File: src/rtl/gpr_file.sv
// Architectural register file for the npc core: two bypassed combinational read
// ports, one core write port, and a handshaked debug write port with one-entry buffer.
module gpr_file #(
    parameter int DATA_WIDTH = 32,
    parameter int ADDR_WIDTH = 5
) (
    input  logic                                     clk,
    input  logic                                     rst_n,
    input  logic                                     wen,
    input  logic [ADDR_WIDTH-1:0]                    waddr,
    input  logic [DATA_WIDTH-1:0]                    wdata,
    input  logic [ADDR_WIDTH-1:0]                    raddr1,
    output logic [DATA_WIDTH-1:0]                    rdata1,
    input  logic [ADDR_WIDTH-1:0]                    raddr2,
    output logic [DATA_WIDTH-1:0]                    rdata2,
    input  logic                                     dbg_valid,
    output logic                                     dbg_ready,
    input  logic [ADDR_WIDTH-1:0]                    dbg_addr,
    input  logic [DATA_WIDTH-1:0]                    dbg_data,
    output logic                                     dbg_done,
    output logic [(1<<ADDR_WIDTH)*DATA_WIDTH-1:0]    regfile,
    output logic [31:0]                              wr_count
);

    localparam int unsigned NREGS = 1 << ADDR_WIDTH;

    typedef enum logic {
        IDLE,
        PENDING
    } dbg_state_t;

    dbg_state_t            state;
    logic [DATA_WIDTH-1:0] mem [NREGS];
    logic [ADDR_WIDTH-1:0] buf_addr;
    logic [DATA_WIDTH-1:0] buf_data;

    // Core writes win every edge; the buffered debug write drains on the first idle edge.
    always_ff @(posedge clk) begin
        if (!rst_n) begin
            for (int unsigned i = 0; i < NREGS; i++) begin
                mem[i] <= '0;
            end
            state    <= IDLE;
            buf_addr <= '0;
            buf_data <= '0;
            dbg_done <= 1'b0;
            wr_count <= '0;
        end else begin
            dbg_done <= 1'b0;
            if (wen && (waddr != '0)) begin
                mem[waddr] <= wdata;
                wr_count   <= wr_count + 32'd1;
            end
            case (state)
                IDLE: begin
                    if (dbg_valid) begin
                        buf_addr <= dbg_addr;
                        buf_data <= dbg_data;
                        state    <= PENDING;
                    end
                end
                PENDING: begin
                    if (!wen) begin
                        if (buf_addr != '0) begin
                            mem[buf_addr] <= buf_data;
                            wr_count      <= wr_count + 32'd1;
                        end
                        dbg_done <= 1'b1;
                        state    <= IDLE;
                    end
                end
                default: state <= IDLE;
            endcase
        end
    end

    assign dbg_ready = rst_n && (state == IDLE);

    function automatic logic [DATA_WIDTH-1:0] read_port(input logic [ADDR_WIDTH-1:0] addr);
        logic [DATA_WIDTH-1:0] val;
        val = '0;
        if (wen && (waddr == addr) && (waddr != '0)) begin
            val = wdata;
        end else if (addr != '0) begin
            val = mem[addr];
        end
        return val;
    endfunction

    always_comb begin
        rdata1 = read_port(raddr1);
        rdata2 = read_port(raddr2);
    end

    // Entry 0 is driven as constant zero rather than from storage.
    always_comb begin
        regfile = '0;
        for (int unsigned i = 1; i < NREGS; i++) begin
            regfile[i*DATA_WIDTH +: DATA_WIDTH] = mem[i];
        end
    end

endmodule

File: config.mk
export PLATFORM = sky130hd
export DESIGN_NAME = gpr_file
export DESIGN_NICKNAME = d
export VERILOG_FILES = /design/src/rtl/gpr_file.sv
export SDC_FILE = /design/constraint.sdc
export NUM_CORES = 2
export LEC_CHECK = 0
export ABC_AREA = 1
export BUFFER_PORTS_ARGS = -buffer_cell sky130_fd_sc_hd__buf_2
export CAP_MARGIN = 10
export CORE_MARGIN = 3
export CORE_UTILIZATION = 25
export DETAILED_ROUTE_END_ITERATION = 8
export HOLD_SLACK_MARGIN = 0.05
export SKIP_CTS_REPAIR_TIMING = 1
export SLEW_MARGIN = 15
export SYNTH_ARGS = -nofsm -noshare
export SYNTH_HDL_FRONTEND = slang
export SYNTH_SLANG_ARGS = --single-unit
export TNS_END_PERCENT = 30
File: constraint.sdc
create_clock -name clk -period 2.9 [get_ports clk]
set_clock_uncertainty 0.1 [all_clocks]
set_input_delay 0.145 -clock clk [delete_from_list [all_inputs] [get_ports clk]]
set_output_delay 0.145 -clock clk [all_outputs]
set_load 0.005 [all_outputs]
==> out/metrics.cfg <==
[status]
outcome=finished with violations
violations=setup timing

[pwr]
swShare=0.323
p_seq_frac=0.412
internal_power_mw=30.7
leakage_nw=34.3
power_frac_comb=0.186
p_per_area_nw_per_um2=568
vdd_ir_drop_max_mv=0.426
power.clock.fraction=0.402
power_mw=45.3
switchingPower_mw=14.7

[grt]
grt_pass1_wl_um=595000
antenna_found_initial=50
grt.overflow.total=0
grt_start_max_net_pins=114
grt.total_usage=0.366
grt_pass1_vias=58600

[drt]
vias=65300
drc=0
drtIter0Drc=9871
drtAntennaViolNets=0
wl_per_cell_um=39.8
first_pass_iters=6
vias_per_cell=5.53
finalWirelength_um=470000

[final_layout]
drive_gt1_frac=0.261
area_growth_pct=33.2
final_nets=8604
final_common_cell=nand2_1
final_cell_mix=nand2_1, nor2_1, buf_2

[clock_network]
root_buffer=clkbuf_16
cts.clk_slew.worst_paths_ns=0.06
htree_levels=4
cts.sinks=1095
numCtsBuffers=142
insertion_delay_ns=0.82
clock_path_buffers=3
cts_tree=built

[timing]
worst_slack_ns=-0.0392
fmax_mhz=340
slew_viol_final=0
hold_viol=0
fin_crit_sh=1.01
setup_violations=2
worst_pin_slew_ns=1.09
fin_crit_ns=2.94
relSlewSlack=0.272
rsz0062_at_grt=yes
hold_slack_ns=0.0446

[worst_setup_path]
cp_top_family=simple AND/OR/NAND/NOR gates
cp.required_ns=2.65
critPathSlowestCell=edfxtp_1
max_stage_delay_ns=0.40
worstPathMaxFanout=3
crit_path_cell_trace=nand2_1, nand3_1, nand2_1, a21oi_4, buf_4, o21ai_0, nand3_2, nand3_4, nand2_1, buf_2
endpoint_kind=output pin
worstPathArrival_ns=2.69
cp-start-kind=flip-flop
worst-path-buf-inv=2
path_class=flip-flop to output pin
crit_top_cell=nand2_1

[floorplanning]
num_rows=179
start_util=0.252
die-area_um2=246000
core_area_um2=238000
die_y_um=496
io_pins=1210
fp.dieW_um=496

[placement]
gp_congestion=0.988
dp_slack_ns=-0.214
hpwlAfterDp_um=358000
numPortBuffers=1177

[synthesis]
synth_edf_count=1024
synth_top_cells_by_area=edfxtp_1, nand2_1, nor2_1
syn_inst=7228
synth_top_area_cell=edfxtp_1
ys_ff_latch=1095
seq_area_frac_synth=0.536
synth_area_per_cell_um2=8.30
synthArstFlopShare=0
synth.top_cell.area_share=0.513
synth.distinct_cells=43
synth_warnings=0
netlist_area_um2=60000
synthFlopType=edfxtp_1

[job]
drv_cap=0

[worst_hold_path]
min_path_type=input port to flip-flop

-- cells in the mapped netlist, drive strengths merged, types with 32 or more instances --
master / number
edfxtp: 1024
mux2i: 32
nand3: 656
dfxtp: 71
a21oi: 669
clkbuf: 296
o211ai: 185
inv: 347
nand2: 1624
o21ai: 588
buf: 367
nand3b: 64
nor2: 1250
-- path summary, 6_finish.rpt --
| path | start | endpoint | slack, ns | cells past startpoint |
|---|---|---|---|---|
| max | mem[1][20]$_SDFFCE_PN0P_ | rdata1[20] | -0.04 | 10 |
| min | waddr[4] | mem[22][26]$_SDFFCE_PN0P_ | 0.04 | 7 |
| max reg2reg | buf_addr[0]$_SDFFE_PN0P_ | mem[14][27]$_SDFFCE_PN0P_ | 0.05 | 11 |
| min reg2reg | wr_count[10]$_SDFF_PN0_ | wr_count[10]$_SDFF_PN0_ | 0.40 | 1 |
-- metrics by stage --
step,cells,area (um^2),utilization,setup TNS [ns]
after floorplan,7291,60200,-,0
after global placement,11400,72800,0.306,-0.486
after detailed placement,11400,72800,0.306,-0.482
after CTS,11700,77400,0.325,-16.43
after global routing,11800,79900,0.335,-0.332
final,11800,79900,0.335,-0.0623
-- tightest hold or removal path: stages --
cell and delay, ns:
buf_2 0.13, nand2_1 0.07, nand2_1 0.10, nand2_2 0.13
nor2_4 0.08, nand2_4 0.10, nor2_1 0.04
-- routing by layer --
layer  vias to the layer above  global-route usage  wire length, um
met5                         -                   0              150
met4                        22               0.285            46400
met3                       948               0.110            54100
met2                      5009               0.551           199000
li1                      27000                   -                -
met1                     32400               0.437           170000
-- cell families after synthesis --
logic type / after synthesis / share of synthesized area
and+or+nand+nor: 3630 / 0.252
AOI/OAI and AO/OA: 1452 / 0.130
DFF: 1095 / 0.536
buffers and inverters: 1010 / 0.0748
muxes: 32 / 0.00534
xor gates and xnor gates: 7 / 0.00102
adders and majority gates: 1 / 0.000209
other: 1 / 0.0000625
-- power groups by stage --
stage,Sequential [mW],Combinational (mW),Clock (mW)
final,18.7,8.45,18.2
after global placement,19.0,7.87,0
after floorplan,18.6,2.90,0
after global routing,18.7,8.67,18.9
after CTS,18.7,7.90,18.3
after detailed placement,19.0,7.88,0
-- state kept, by name, summed over array words and instances, names as in the netlist --
signal,flops
dbg_done,1
wr_count,32
state,1
buf_data,32
buf_addr,5
mem,1024
-- area by class of cell --
type / instances / area (um^2)
repair buffers: 1743 / 12500
well taps: 3167 / 3960
multi-input cells: 5186 / 25300
clock inverters: 79 / 840
diodes: 12 / 30.0
flip-flops and latches: 1095 / 32200
inverters: 347 / 1330
fillers: 25000 / 158000
clock buffers: 176 / 3770
Power figures use the tool's default switching activity.
